--- config.mk ---
export PLATFORM = sky130hd
export DESIGN_NAME = uart_word_rx
export DESIGN_NICKNAME = d
export VERILOG_FILES = /design/src/rtl/uart_word_rx.sv
export SDC_FILE = /design/constraint.sdc
export NUM_CORES = 1
export LEC_CHECK = 0
export ABC_AREA = 0
export BUFFER_PORTS_ARGS = -buffer_cell sky130_fd_sc_hd__buf_2
export CAP_MARGIN = 20
export CORE_MARGIN = 8
export CORE_UTILIZATION = 45
export CTS_CLUSTER_SIZE = 16
export DETAILED_ROUTE_END_ITERATION = 6
export PLACE_DENSITY = 0.72
export SETUP_SLACK_MARGIN = 0.1
export SLEW_MARGIN = 20
export SYNTH_ARGS = -nofsm -noshare
export SYNTH_HDL_FRONTEND = slang
export SYNTH_SLANG_ARGS = --single-unit
--- constraint.sdc ---
create_clock -name sysclk -period 7.4 [get_ports sysclk]
set_input_delay 0.37 -clock sysclk [delete_from_list [all_inputs] [get_ports sysclk]]
set_output_delay 0.37 -clock sysclk [all_outputs]
set_load 0.1 [all_outputs]
--- src/rtl/uart_word_rx.sv ---
// rtl/uart_word_rx.sv - 8N1 UART receiver packing four bytes, first byte in the MSB, into 32-bit words
// Optional partial-word idle timeout is enabled by defining UART_RX_TIMEOUT_EN.
module uart_word_rx #(
  parameter int CLK_FREQ     = 100000000,
  parameter int BAUD         = 9600,
  parameter int CLKS_PER_BIT = CLK_FREQ / BAUD,
  parameter int TIMEOUT_BITS = 16
) (
  input  logic        sysclk,
  input  logic        rst,
  input  logic        RxSerial,
  output logic [7:0]  byte_data,
  output logic        byte_valid,
  output logic [31:0] word_data,
  output logic        word_valid,
  output logic        frame_err,
  output logic        busy
);
  localparam int CW = $clog2(CLKS_PER_BIT);
  localparam logic [CW-1:0] FULL_LAST = CW'(CLKS_PER_BIT - 1);
  localparam logic [CW-1:0] HALF_LAST = CW'(CLKS_PER_BIT / 2 - 1);

  typedef enum logic [1:0] {IDLE, START, DATA, STOP} state_t;

  state_t        state_q, state_d;
  logic          rx_meta_q, rxs_q;
  logic [CW-1:0] clk_cnt_q, clk_cnt_d;
  logic [2:0]    bit_cnt_q, bit_cnt_d;
  logic [7:0]    shift_q, shift_d;
  logic [1:0]    byte_idx_q, byte_idx_d;
  logic [31:0]   word_sr_q, word_sr_d;
  logic [7:0]    byte_data_q, byte_data_d;
  logic [31:0]   word_data_q, word_data_d;
  logic          byte_valid_q, byte_valid_d;
  logic          word_valid_q, word_valid_d;
  logic          frame_err_q, frame_err_d;
  logic [31:0]   word_next;

`ifdef UART_RX_TIMEOUT_EN
  localparam int TIMEOUT_CLKS = TIMEOUT_BITS * CLKS_PER_BIT;
  localparam int TW = $clog2(TIMEOUT_CLKS);
  localparam logic [TW-1:0] TIMEOUT_LAST = TW'(TIMEOUT_CLKS - 1);
  logic [TW-1:0] idle_cnt_q, idle_cnt_d;
`endif

  assign word_next = {word_sr_q[23:0], shift_q};

  always_comb begin
    state_d      = state_q;
    clk_cnt_d    = clk_cnt_q;
    bit_cnt_d    = bit_cnt_q;
    shift_d      = shift_q;
    byte_idx_d   = byte_idx_q;
    word_sr_d    = word_sr_q;
    byte_data_d  = byte_data_q;
    word_data_d  = word_data_q;
    byte_valid_d = 1'b0;
    word_valid_d = 1'b0;
    frame_err_d  = 1'b0;
    case (state_q)
      IDLE: begin
        if (!rxs_q) begin
          state_d   = START;
          clk_cnt_d = '0;
        end
      end
      START: begin
        if (clk_cnt_q == HALF_LAST) begin
          clk_cnt_d = '0;
          bit_cnt_d = '0;
          state_d   = rxs_q ? IDLE : DATA;
        end else begin
          clk_cnt_d = clk_cnt_q + 1'b1;
        end
      end
      DATA: begin
        if (clk_cnt_q == FULL_LAST) begin
          clk_cnt_d          = '0;
          shift_d[bit_cnt_q] = rxs_q;
          bit_cnt_d          = bit_cnt_q + 3'd1;
          if (bit_cnt_q == 3'd7) state_d = STOP;
        end else begin
          clk_cnt_d = clk_cnt_q + 1'b1;
        end
      end
      STOP: begin
        if (clk_cnt_q == FULL_LAST) begin
          clk_cnt_d = '0;
          state_d   = IDLE;
          if (rxs_q) begin
            byte_data_d  = shift_q;
            byte_valid_d = 1'b1;
            word_sr_d    = word_next;
            byte_idx_d   = byte_idx_q + 2'd1;
            if (byte_idx_q == 2'd3) begin
              word_data_d  = word_next;
              word_valid_d = 1'b1;
            end
          end else begin
            // A framing error poisons the word being assembled.
            frame_err_d = 1'b1;
            byte_idx_d  = '0;
            word_sr_d   = '0;
          end
        end else begin
          clk_cnt_d = clk_cnt_q + 1'b1;
        end
      end
      default: state_d = IDLE;
    endcase
`ifdef UART_RX_TIMEOUT_EN
    idle_cnt_d = '0;
    if (state_q == IDLE && byte_idx_q != 2'd0 && rxs_q) begin
      if (idle_cnt_q == TIMEOUT_LAST) begin
        byte_idx_d = '0;
        word_sr_d  = '0;
      end else begin
        idle_cnt_d = idle_cnt_q + 1'b1;
      end
    end
`endif
  end

  always_ff @(posedge sysclk or posedge rst) begin
    if (rst) begin
      rx_meta_q    <= 1'b1;
      rxs_q        <= 1'b1;
      state_q      <= IDLE;
      clk_cnt_q    <= '0;
      bit_cnt_q    <= '0;
      shift_q      <= '0;
      byte_idx_q   <= '0;
      word_sr_q    <= '0;
      byte_data_q  <= '0;
      word_data_q  <= '0;
      byte_valid_q <= 1'b0;
      word_valid_q <= 1'b0;
      frame_err_q  <= 1'b0;
`ifdef UART_RX_TIMEOUT_EN
      idle_cnt_q   <= '0;
`endif
    end else begin
      rx_meta_q    <= RxSerial;
      rxs_q        <= rx_meta_q;
      state_q      <= state_d;
      clk_cnt_q    <= clk_cnt_d;
      bit_cnt_q    <= bit_cnt_d;
      shift_q      <= shift_d;
      byte_idx_q   <= byte_idx_d;
      word_sr_q    <= word_sr_d;
      byte_data_q  <= byte_data_d;
      word_data_q  <= word_data_d;
      byte_valid_q <= byte_valid_d;
      word_valid_q <= word_valid_d;
      frame_err_q  <= frame_err_d;
`ifdef UART_RX_TIMEOUT_EN
      idle_cnt_q   <= idle_cnt_d;
`endif
    end
  end

  assign byte_data  = byte_data_q;
  assign byte_valid = byte_valid_q;
  assign word_data  = word_data_q;
  assign word_valid = word_valid_q;
  assign frame_err  = frame_err_q;
  assign busy       = (state_q != IDLE);
endmodule

==> impl_metrics.json <==
{
  "status": "completed",
  "cts_tree": "yes",
  "holdWs_ns": 0.0422,
  "syn_area_um2": 4050,
  "max_stage_delay_ns": 0.70,
  "reg2reg_from": "clk_cnt_q[8]$_DFFE_PP0P_",
  "crit_path_end": "word_data[7]$_DFFE_PP0P_",
  "io_pins": 47,
  "final_cell_area_um2": 4560,
  "setup_viol": 0,
  "first_pass_iters": 4,
  "r2r_end": "word_data[7]$_DFFE_PP0P_",
  "totalWireLength_um": 7810,
  "max_slew.worst_pin.slew_ns": 0.781,
  "timing.setup.tns_ns": 0,
  "min_period_ns": 3.25,
  "rsz0062_at_grt": "no",
  "gp_congestion": 0.875,
  "htree_levels": 3,
  "die_w_um": 111,
  "p_sw_mw": 0.209,
  "skew_ns": 0.0144,
  "syn-instance-count": 343,
  "clk_pin_slew_ns": 0.10,
  "drv_slew": 0,
  "pwr-share-clk_pct": 37.8,
  "initial_core_util_pct": 46.5,
  "io_buffers": 46,
  "r2r_slack_ns": 4.15,
  "p_leak_nw": 2.45,
  "cp.arrival_ns": 3.50,
  "fmax_mhz": 307,
  "path_cells": "or4b_1 -> nor4_1 -> and4_1 -> nand2_1 -> buf_4 -> mux2_2",
  "wire_per_inst_um": 15.7,
  "crit_required_ns": 7.65,
  "end_kind": "register",
  "die_h_um": 111,
  "combinationalPowerShare_pct": 1.3,
  "synth_async_sr_flop_share_pct": 100,
  "ff2ff_path_depth": 6,
  "synth_warnings": 0,
  "core_um2": 8720,
  "finalHoldViolations": 0,
  "grt_pass1_vias": 2625,
  "synthToLayoutAreaGrowth_pct": 12.5,
  "max-slew-margin-rel_pct": 47.9,
  "intPower_mw": 0.676,
  "synthesis.nets": 350,
  "path_class": "reg2reg",
  "power_density_nw_per_um2": 194,
  "crit_start": "clk_cnt_q[8]$_DFFE_PP0P_",
  "worst_slack_ns": 4.15,
  "synth-seq-cells": 98,
  "antenna_found_initial": 0,
  "seqPwrFrac_pct": 60.9,
  "finalNetCount": 390,
  "root_buffer": "clkbuf_8",
  "clock-sinks": 98,
  "synth_area_per_cell_um2": 11.8,
  "ant_nets": 0,
  "synth_flop_cell": "dfrtp_1",
  "cts-resized-gates": 0,
  "grt-ovfl-total": 0,
  "grt_max_degree": 55,
  "cp_max_fo": 27,
  "ys_seq_area_share_pct": 60.6,
  "pre_cts_ws_ns": 4.26,
  "layout-drive-gt1-share_pct": 30.7,
  "place_area_um2": 4360,
  "cts.path.max_buffers": 2,
  "antennaDiodeCount": 0,
  "synth_cell_types": 37,
  "row_count": 34,
  "switching_share_pct": 23.6,
  "grt_pass1_wl_um": 13400,
  "utilization_pct": 52.3,
  "vias": 2662,
  "worstSkewPairLatency_ns": 0.37,
  "grt_usage_pct": 13.1,
  "postCtsSetupBuffers": 0,
  "max-cap-violations": 0,
  "avgViaCountPerCell": 5.37,
  "drc": 0,
  "vdd.ir_drop.worst_mv": 0.0796,
  "hpwlAfterDp_um": 5230,
  "drt_iter0_markers": 82,
  "holdBufCountCts": 0,
  "fin_crit_sh_pct": 44.0,
  "crit_slowest_cell": "and4_1",
  "die_area_um2": 12300,
  "min_path_type": "in2async",
  "start_kind": "register",
  "synth_edf_count": 0,
  "numCtsBuffers": 9
}
-- metal layers --
layer  vias to the layer above  GRT usage [%]  share of wire [%]
met5                         -              0                  0
met4                         0           6.22                1.7
met3                        13           4.00                5.7
met2                        55           19.2                 44
met1                      1298           17.3                 48
li1                       1296              -                  -
-- sequential cells by signal, indices dropped and copies added (netlist names), named ones only --
signal,count
frame_err,1
word_data,32
rx_meta_q,1
byte_valid,1
clk_cnt_q,14
word_valid,1
word_sr_q,24
bit_cnt_q,3
byte_data,8
rxs_q,1
shift_q,8
state_q,1
byte_idx_q,2
-- worst min-delay path by stage --
stage	slack [ns]	startpoint	endpoint	cells past startpoint
floorplan	0.35	rx_meta_q$_DFF_PP1_	rxs_q$_DFF_PP1_	0
global placement	0.35	rx_meta_q$_DFF_PP1_	rxs_q$_DFF_PP1_	0
detailed placement	0.35	rx_meta_q$_DFF_PP1_	rxs_q$_DFF_PP1_	0
CTS	0.06	rst	word_data[20]$_DFFE_PP0P_	2
global route	0.08	RxSerial	rx_meta_q$_DFF_PP1_	1
finish	0.04	rst	word_data[18]$_DFFE_PP0P_	2
-- synth_stat cells (all sizes together) (2+ instances only) --
library cell / n / area share, %
o21ai: 6 / 0.74
mux2: 47 / 13
or2: 2 / 0.31
or3: 2 / 0.31
xnor2: 2 / 0.43
a31oi: 8 / 1.2
inv: 8 / 0.74
and4: 3 / 0.65
nor2: 8 / 0.74
o31ai: 3 / 0.56
a21oi: 9 / 1.1
nand2b: 3 / 0.46
or4: 4 / 0.83
buf: 3 / 0.28
and3: 5 / 0.80
dfstp: 2 / 1.3
nand2: 54 / 5.0
ha: 4 / 1.2
xor2: 2 / 0.43
nor4: 3 / 0.46
dfrtp: 96 / 59
clkbuf: 16 / 1.5
nor3: 2 / 0.25
a22o: 12 / 2.6
nand4: 7 / 1.1
nor3b: 2 / 0.37
nand3: 23 / 2.8
-- worst max-delay path: cells and delay by family, from the launching register on --
kind | cells | cell delay [ns]
simple gates | 4 | 2.05
buf+inv | 1 | 0.33
mux | 1 | 0.30
flops | 1 | 0.44
-- through the flow --
| step | power (mW) | std cells |
|---|---|---|
| floorplan | 0.557 | 343 |
| detailed placement | 0.562 | 480 |
| global route | 0.918 | 496 |
| CTS | 0.895 | 496 |
| finish | 0.885 | 496 |
| global placement | 0.561 | 480 |
-- power groups by stage --
stage | registers [mW] | logic, mW | clock network (mW)
floorplan | 0.547 | 0.0101 | 0
global placement | 0.549 | 0.0122 | 0
detailed placement | 0.549 | 0.0126 | 0
CTS | 0.539 | 0.0126 | 0.343
global route | 0.539 | 0.0143 | 0.365
finish | 0.539 | 0.0116 | 0.335
-- cells in the final DEF, fill, tap and decap left out, types with 2 or more instances in the layout --
cell type,count
nor3b_1,2
or3_1,2
nand2_1,54
inv_1,7
nor4_1,3
ha_1,4
nor2_1,8
buf_2,46
mux2_2,47
nand4_1,7
o21ai_0,6
xnor2_1,2
a21oi_1,9
a22o_1,12
nor3_1,2
or4_1,3
clkinvlp_4,2
inv_6,2
dfstp_2,2
buf_4,2
a31oi_1,8
xor2_1,2
inv_8,2
nand3_1,22
clkbuf_8,10
nand2b_1,3
and4_1,3
o31ai_1,3
or2_2,2
dfrtp_1,96
and3_1,4
-- logic make-up after synthesis --
family	count (synthesis)	synth area share, %
AND/OR/NAND/NOR	124	15.3
AO/OA/AOI/OAI	39	6.45
flip-flops	98	60.6
buffers and inverters	27	2.53
XOR/XNOR	4	0.864
multiplexers	47	13.1
adder cells (fa/ha/maj)	4	1.23
-- layout make-up --
cell class                 count  area [um2]
inverter                       8        32.5
sequential                    98        2450
timing repair buffer          48         245
clock buffer                  10         138
multi-input combinational    218        1500
fill                         765        4160
tap                          108         135
clock inverter                 6        55.1
(Power assumes the default switching activity.)
